File: src/rtl/id_ex_stage.sv
// ID/EX pipeline register with load-use hazard detection and EX/MEM, MEM/WB operand forwarding.
// A flush or load-use stall squashes the incoming instruction into a bubble.
module id_ex_stage (
   input  logic        clk,
   input  logic        reset,
   input  logic        id_valid,
   input  logic [31:0] id_rs_data,
   input  logic [31:0] id_rt_data,
   input  logic [31:0] id_imm,
   input  logic [4:0]  id_rs,
   input  logic [4:0]  id_rt,
   input  logic [4:0]  id_rd,
   input  logic [2:0]  id_alu_ctrl,
   input  logic        id_alu_src,
   input  logic        id_dest_rt,
   input  logic        id_reg_write,
   input  logic        id_mem_read,
   input  logic        id_mem_write,
   input  logic        exm_reg_write,
   input  logic [4:0]  exm_rd,
   input  logic [31:0] exm_result,
   input  logic        wb_reg_write,
   input  logic [4:0]  wb_rd,
   input  logic [31:0] wb_data,
   input  logic        flush,
   output logic [31:0] op1,
   output logic [31:0] op2,
   output logic [2:0]  alu_control,
   output logic [31:0] ex_store_data,
   output logic [4:0]  ex_dest,
   output logic        ex_reg_write,
   output logic        ex_mem_read,
   output logic        ex_mem_write,
   output logic        ex_valid,
   output logic        stall_if,
   output logic [15:0] stall_count
);

   typedef struct packed {
      logic [31:0] rs_data;
      logic [31:0] rt_data;
      logic [31:0] imm;
      logic [4:0]  rs;
      logic [4:0]  rt;
      logic [4:0]  dest;
      logic [2:0]  ctrl;
      logic        alu_src;
      logic        reg_write;
      logic        mem_read;
      logic        mem_write;
      logic        valid;
   } stage_t;

   stage_t      stage_q, stage_d;
   logic [15:0] stall_count_q, stall_count_d;
   logic [31:0] fwd_rs, fwd_rt;

   // EX/MEM wins over MEM/WB; register 0 is never forwarded.
   function automatic logic [31:0] forward(
      input logic [4:0]  reg_num,
      input logic [31:0] reg_data,
      input logic        exm_we,
      input logic [4:0]  exm_num,
      input logic [31:0] exm_val,
      input logic        wb_we,
      input logic [4:0]  wb_num,
      input logic [31:0] wb_val
   );
      logic [31:0] result;
      result = reg_data;
      if (exm_we && exm_num != 5'd0 && exm_num == reg_num)
         result = exm_val;
      else if (wb_we && wb_num != 5'd0 && wb_num == reg_num)
         result = wb_val;
      return result;
   endfunction

   always_comb begin
      stall_if = stage_q.valid && stage_q.mem_read && (stage_q.dest != 5'd0) && id_valid &&
                 ((id_rs == stage_q.dest) || (id_rt == stage_q.dest)) && !flush;

      stage_d = '0;
      if (!flush && !stall_if) begin
         stage_d.rs_data   = id_rs_data;
         stage_d.rt_data   = id_rt_data;
         stage_d.imm       = id_imm;
         stage_d.rs        = id_rs;
         stage_d.rt        = id_rt;
         stage_d.dest      = id_dest_rt ? id_rt : id_rd;
         stage_d.ctrl      = id_alu_ctrl;
         stage_d.alu_src   = id_alu_src;
         stage_d.reg_write = id_reg_write & id_valid;
         stage_d.mem_read  = id_mem_read & id_valid;
         stage_d.mem_write = id_mem_write & id_valid;
         stage_d.valid     = id_valid;
      end

      stall_count_d = stall_count_q;
      if (stall_if && stall_count_q != 16'hFFFF)
         stall_count_d = stall_count_q + 16'd1;
   end

   always_ff @(posedge clk) begin
      if (reset) begin
         stage_q       <= '0;
         stall_count_q <= '0;
      end else begin
         stage_q       <= stage_d;
         stall_count_q <= stall_count_d;
      end
   end

   always_comb begin
      fwd_rs = forward(stage_q.rs, stage_q.rs_data, exm_reg_write, exm_rd, exm_result,
                       wb_reg_write, wb_rd, wb_data);
      fwd_rt = forward(stage_q.rt, stage_q.rt_data, exm_reg_write, exm_rd, exm_result,
                       wb_reg_write, wb_rd, wb_data);
   end

   assign op1           = fwd_rs;
   assign op2           = stage_q.alu_src ? stage_q.imm : fwd_rt;
   assign ex_store_data = fwd_rt;
   assign alu_control   = stage_q.ctrl;
   assign ex_dest       = stage_q.dest;
   assign ex_reg_write  = stage_q.reg_write;
   assign ex_mem_read   = stage_q.mem_read;
   assign ex_mem_write  = stage_q.mem_write;
   assign ex_valid      = stage_q.valid;
   assign stall_count   = stall_count_q;

endmodule

File: config.mk
export PLATFORM = sky130hd
export DESIGN_NAME = id_ex_stage
export DESIGN_NICKNAME = d
export VERILOG_FILES = /design/src/rtl/id_ex_stage.sv
export SDC_FILE = /design/constraint.sdc
export NUM_CORES = 1
export LEC_CHECK = 0
export CAP_MARGIN = 15
export CELL_PAD_IN_SITES_DETAIL_PLACEMENT = 1
export CELL_PAD_IN_SITES_GLOBAL_PLACEMENT = 2
export CORE_AREA = 3 3 165 167
export CTS_BUF_LIST = sky130_fd_sc_hd__clkbuf_4
export DETAILED_ROUTE_END_ITERATION = 10
export DIE_AREA = 0 0 168 170
export PLACE_DENSITY_LB_ADDON = 0.2
export SLEW_MARGIN = 20
export SYNTH_ARGS = -nofsm -noshare
export SYNTH_HDL_FRONTEND = slang
export SYNTH_SLANG_ARGS = --single-unit
File: constraint.sdc
create_clock -name clk -period 4 [get_ports clk]
set_input_delay 0.4 -clock clk [delete_from_list [all_inputs] [get_ports clk]]
set_output_delay 0.4 -clock clk [all_outputs]
set_load 0.005 [all_outputs]
==> results by group <==
Outcome
  – Status: complete, no violations

Global route
  – Total GRT Usage: 17.5%
  – Vias in the first global route: a little over 6k
  – First-pass GRT wire length: slightly below 40000 µm
  – Initial antenna violation count: 2
  – Largest net degree at the start of global routing: slightly above 90
  – Remaining Overflow, GRT: 0

Critical path
  – CP max FO: between 60 and 70
  – CP Launch Point: exm_rd[0]
  – Delay-heaviest family, CP: buffers and inverters
  – Crit-path max cell delay: just under 0.7 ns
  – Startpoint types: primary input
  – Most used cell, CP: clkdlybuf4s50_1
  – Worst path buffer plus inverter count: 3
  – Crit-path cells: clkdlybuf4s50_1 -> xnor2_1 -> nand3_1 -> or4_2 -> buf_12 -> a31oi_1 -> mux2_2 -> clkdlybuf4s50_1
  – Worst EP required: 3.60 ns
  – WS Path Type: in -> out
  – Setup crit end kind: output port
  – Arrival @ worst endpoint: approximately 3.2 ns
  – Worst flop-to-flop path startpoint: ex_dest[1]$_SDFF_PP0_
  – Reg2reg setup slack: a little over 0.9 ns
  – CP max stage cell: or4_2

Die
  – Die X: 168 µm
  – Die area: around 29000 µm²
  – Die height: roughly 170 µm
  – Row count: slightly below 60
  – Core region area: ~26000 µm²
  – Starting Density: roughly a quarter
  – I/O pin count: around 320

Clock network
  – Worst-path clk slew: between 0.1 and 0.15 ns
  – Post-CTS resize count: 0
  – CTS H-tree lvls: 4
  – Clock Latency Late Sink: approximately 0.53 ns
  – Total CTS buffers: 17
  – Clock sink count: between 100 and 150
  – CTS tree: built
  – CTS max path bufs: 2
  – Clock root cell: clkbuf_4

Logic synthesis
  – Mean post-synth cell area: roughly 9.0 µm²
  – Largest family of logic cells by synthesized area: simple AND/OR/NAND/NOR gates
  – Synth Register Bits: 135
  – Cell area after synthesis: between 6000 and 7000 µm²
  – Seq/Total Area, Yosys: between 40% and 50%
  – Syn. warnings: 0
  – Synth Area in XOR/XNOR: 5.08%
  – Mapped Cells: 693
  – Distinct cells, synth: 39
  – Simple-Gate Fraction of Synth Area: a little over a quarter
  – Syn nets: 893
  – Compound-Gate Fraction of Synth Area: between 8 and 9%
  – Top FF cell, synth: dfxtp_1
  – Mux contribution to synthesized area: between 10% and 20%
  – Async SR Flop Fraction: 0%
  – Number of flops mapped to enable cells by yosys: 0
  – Adder-cell share of the synthesized area: 0.201%

Drt
  – DR DRC count: 0
  – DR vias/cell: ~4.4
  – Average wire per standard cell: between 15 and 20 µm
  – Final WL: between 20000 and 30000 µm
  – Via count: between 5k and 6k
  – 1st-pass router iterations: 4
  – Iter 0 DRT Violations: 250
  – Detail Route Antenna Nets: 0

Power
  – Total Power: 0.00300 W
  – PwrDens: 299 nW/µm²
  – Worst VDD drop: between 150 and 200 µV
  – Leakage: ~3.7 nW

STA
  – Final worst-path cycle share: around 90%
  – Final critical path time including I/O delays and setup: ~3.6 ns
  – RSZ-0062 raised after global routing: false
  – Slew margin rel.: 29.7%
  – Final Setup Violations: 0
  – Fin Setup TNS: 0 ns
  – Worst Max-Slew Pin Slew: around 1.1 ns
  – Fmax achieved: between 200 and 300 MHz
  – Final Hold Vio Count: 0
  – Clock Skew: ~0.024 ns
  – Slew Viols, Final: 0

Worst hold path
  – Worst hold path class: in -> reg
  – Hold Startpoint: id_rs_data[14]

Placed design
  – Final estimated routing congestion in global placement: around 0.77
  – HPWL after detailed placement: ~19000 µm
  – Port-buffer cells: ~320

Finish
  – Area grow syn2layout: 61.7%
  – Fin nets: between 1k and 1.5k
  – Share of cells above drive strength 1: about 11%

Run
  – Max Cap Viol: 0
timing repair:
item / CTS / global route
hold buffers: 0 / 0
buffers inserted: 0 / 3
endpoints found under the setup margin: 0 / 11
endpoints found under the hold margin: 0 / 0
cell usage in the layout, fill, tap and decap left out, drive strengths merged, types with 2 or more instances in the layout:
master         instances
clkbuf                18
mux2i                 38
o21ai                  6
buf                   12
mux2                  32
o31ai                  3
clkinv                 6
inv                    2
xnor2                 21
clkdlybuf4s50        323
dfxtp                135
nor3                   3
nor2                  82
nand3                 14
nor4                   2
a31oi                 32
nand2                 72
or4                    8
nand4                  6
or3                    5
a21oi                 39
xor2                  15
and3                   6
nor2b                  3
and2                 111
bufinv                 4
diode                  4
clkinvlp               2
sequential cells by signal, summed over array words and instances, names as in the netlist:
signal and cells:
ex_dest 5, alu_control 3, stall_count 16, ex_valid 1, ex_mem_read 1, ex_mem_write 1
ex_reg_write 1, stage_q 107
power breakdown:
part / leakage [nW] / switching, W / internal, W
Clock: 0.164 / 0.000536 / 0.000498
Combinational: 2.46 / 0.000180 / 0.000370
Sequential: 1.11 / 0.0000265 / 0.00139
Total: 3.73 / 0.000742 / 0.00226
worst reg2reg max path, delay by kind of cell, from the launching register on:
| family | cells | cell delay (ns) |
|---|---|---|
| buffers and inverters | 1 | 0.74 |
| and+or+nand+nor | 4 | 1.64 |
| DFF | 1 | 0.39 |
| AOI/OAI and AO/OA | 1 | 0.27 |
layout make-up:
class | count | area (µm²)
fill | 2967 | 15900
clock buffer | 18 | 135
multi-input combinational | 505 | 3220
inverter | 2 | 7.51
sequential | 135 | 2700
antenna | 4 | 10.0
tap | 335 | 419
timing repair buffer | 335 | 3370
clock inverter | 12 | 180
cell families after synthesis:
logic type / count (synthesis)
fa+ha+maj: 1
mux: 70
compound gates: 85
buf+inv: 53
simple gates: 313
xor+xnor: 36
flops: 135
metal layers:
layer | vias to the layer above | part of all wire [%] | track usage [%]
met5 | - | 0 | 0
met4 | 0 | 1.2 | 4.06
met3 | 14 | 6.2 | 5.04
met2 | 206 | 48 | 30.1
met1 | 2755 | 44 | 21.7
li1 | 2921 | - | -
synth_stat cells (all sizes together) (2+ instances only):
cell / instances / area share [%]
a21oi: 39 / 3.1
a31oi: 32 / 3.2
and2: 111 / 12
and3: 6 / 0.60
buf: 30 / 3.5
clkbuf: 21 / 1.4
dfxtp: 135 / 44
inv: 2 / 0.12
mux2: 32 / 5.8
mux2i: 38 / 6.1
nand2: 72 / 4.4
nand3: 14 / 1.1
nand4: 6 / 0.60
nor2: 82 / 5.0
nor2b: 3 / 0.30
nor3: 3 / 0.50
nor4: 2 / 0.20
o21ai: 6 / 0.48
o31ai: 3 / 0.36
or3: 5 / 0.50
or4: 8 / 0.97
xnor2: 21 / 3.0
xor2: 15 / 2.1
path summary, 6_finish.rpt:
path,to,cells past startpoint
min reg2reg,stall_count[13]$_SDFFE_PP0P_,2
max,op2[16],8
min,stage_q[101]$_SDFF_PP0_,2
max reg2reg,stage_q[43]$_SDFF_PP0_,6
stage by stage:
step	util (%)	worst slack, ns	cells	hold WS, ns	cell area [µm²]
floorplan	-	1.67	693	0.480	6210
global placement	37.4	0.204	1309	0.489	9700
detailed placement	37.4	0.157	1309	0.515	9700
CTS	38.6	0.148	1339	0.327	10000
global route	38.8	0.229	1344	0.319	10000
finish	38.8	0.405	1346	0.406	10000
(Power assumes the default switching activity.)
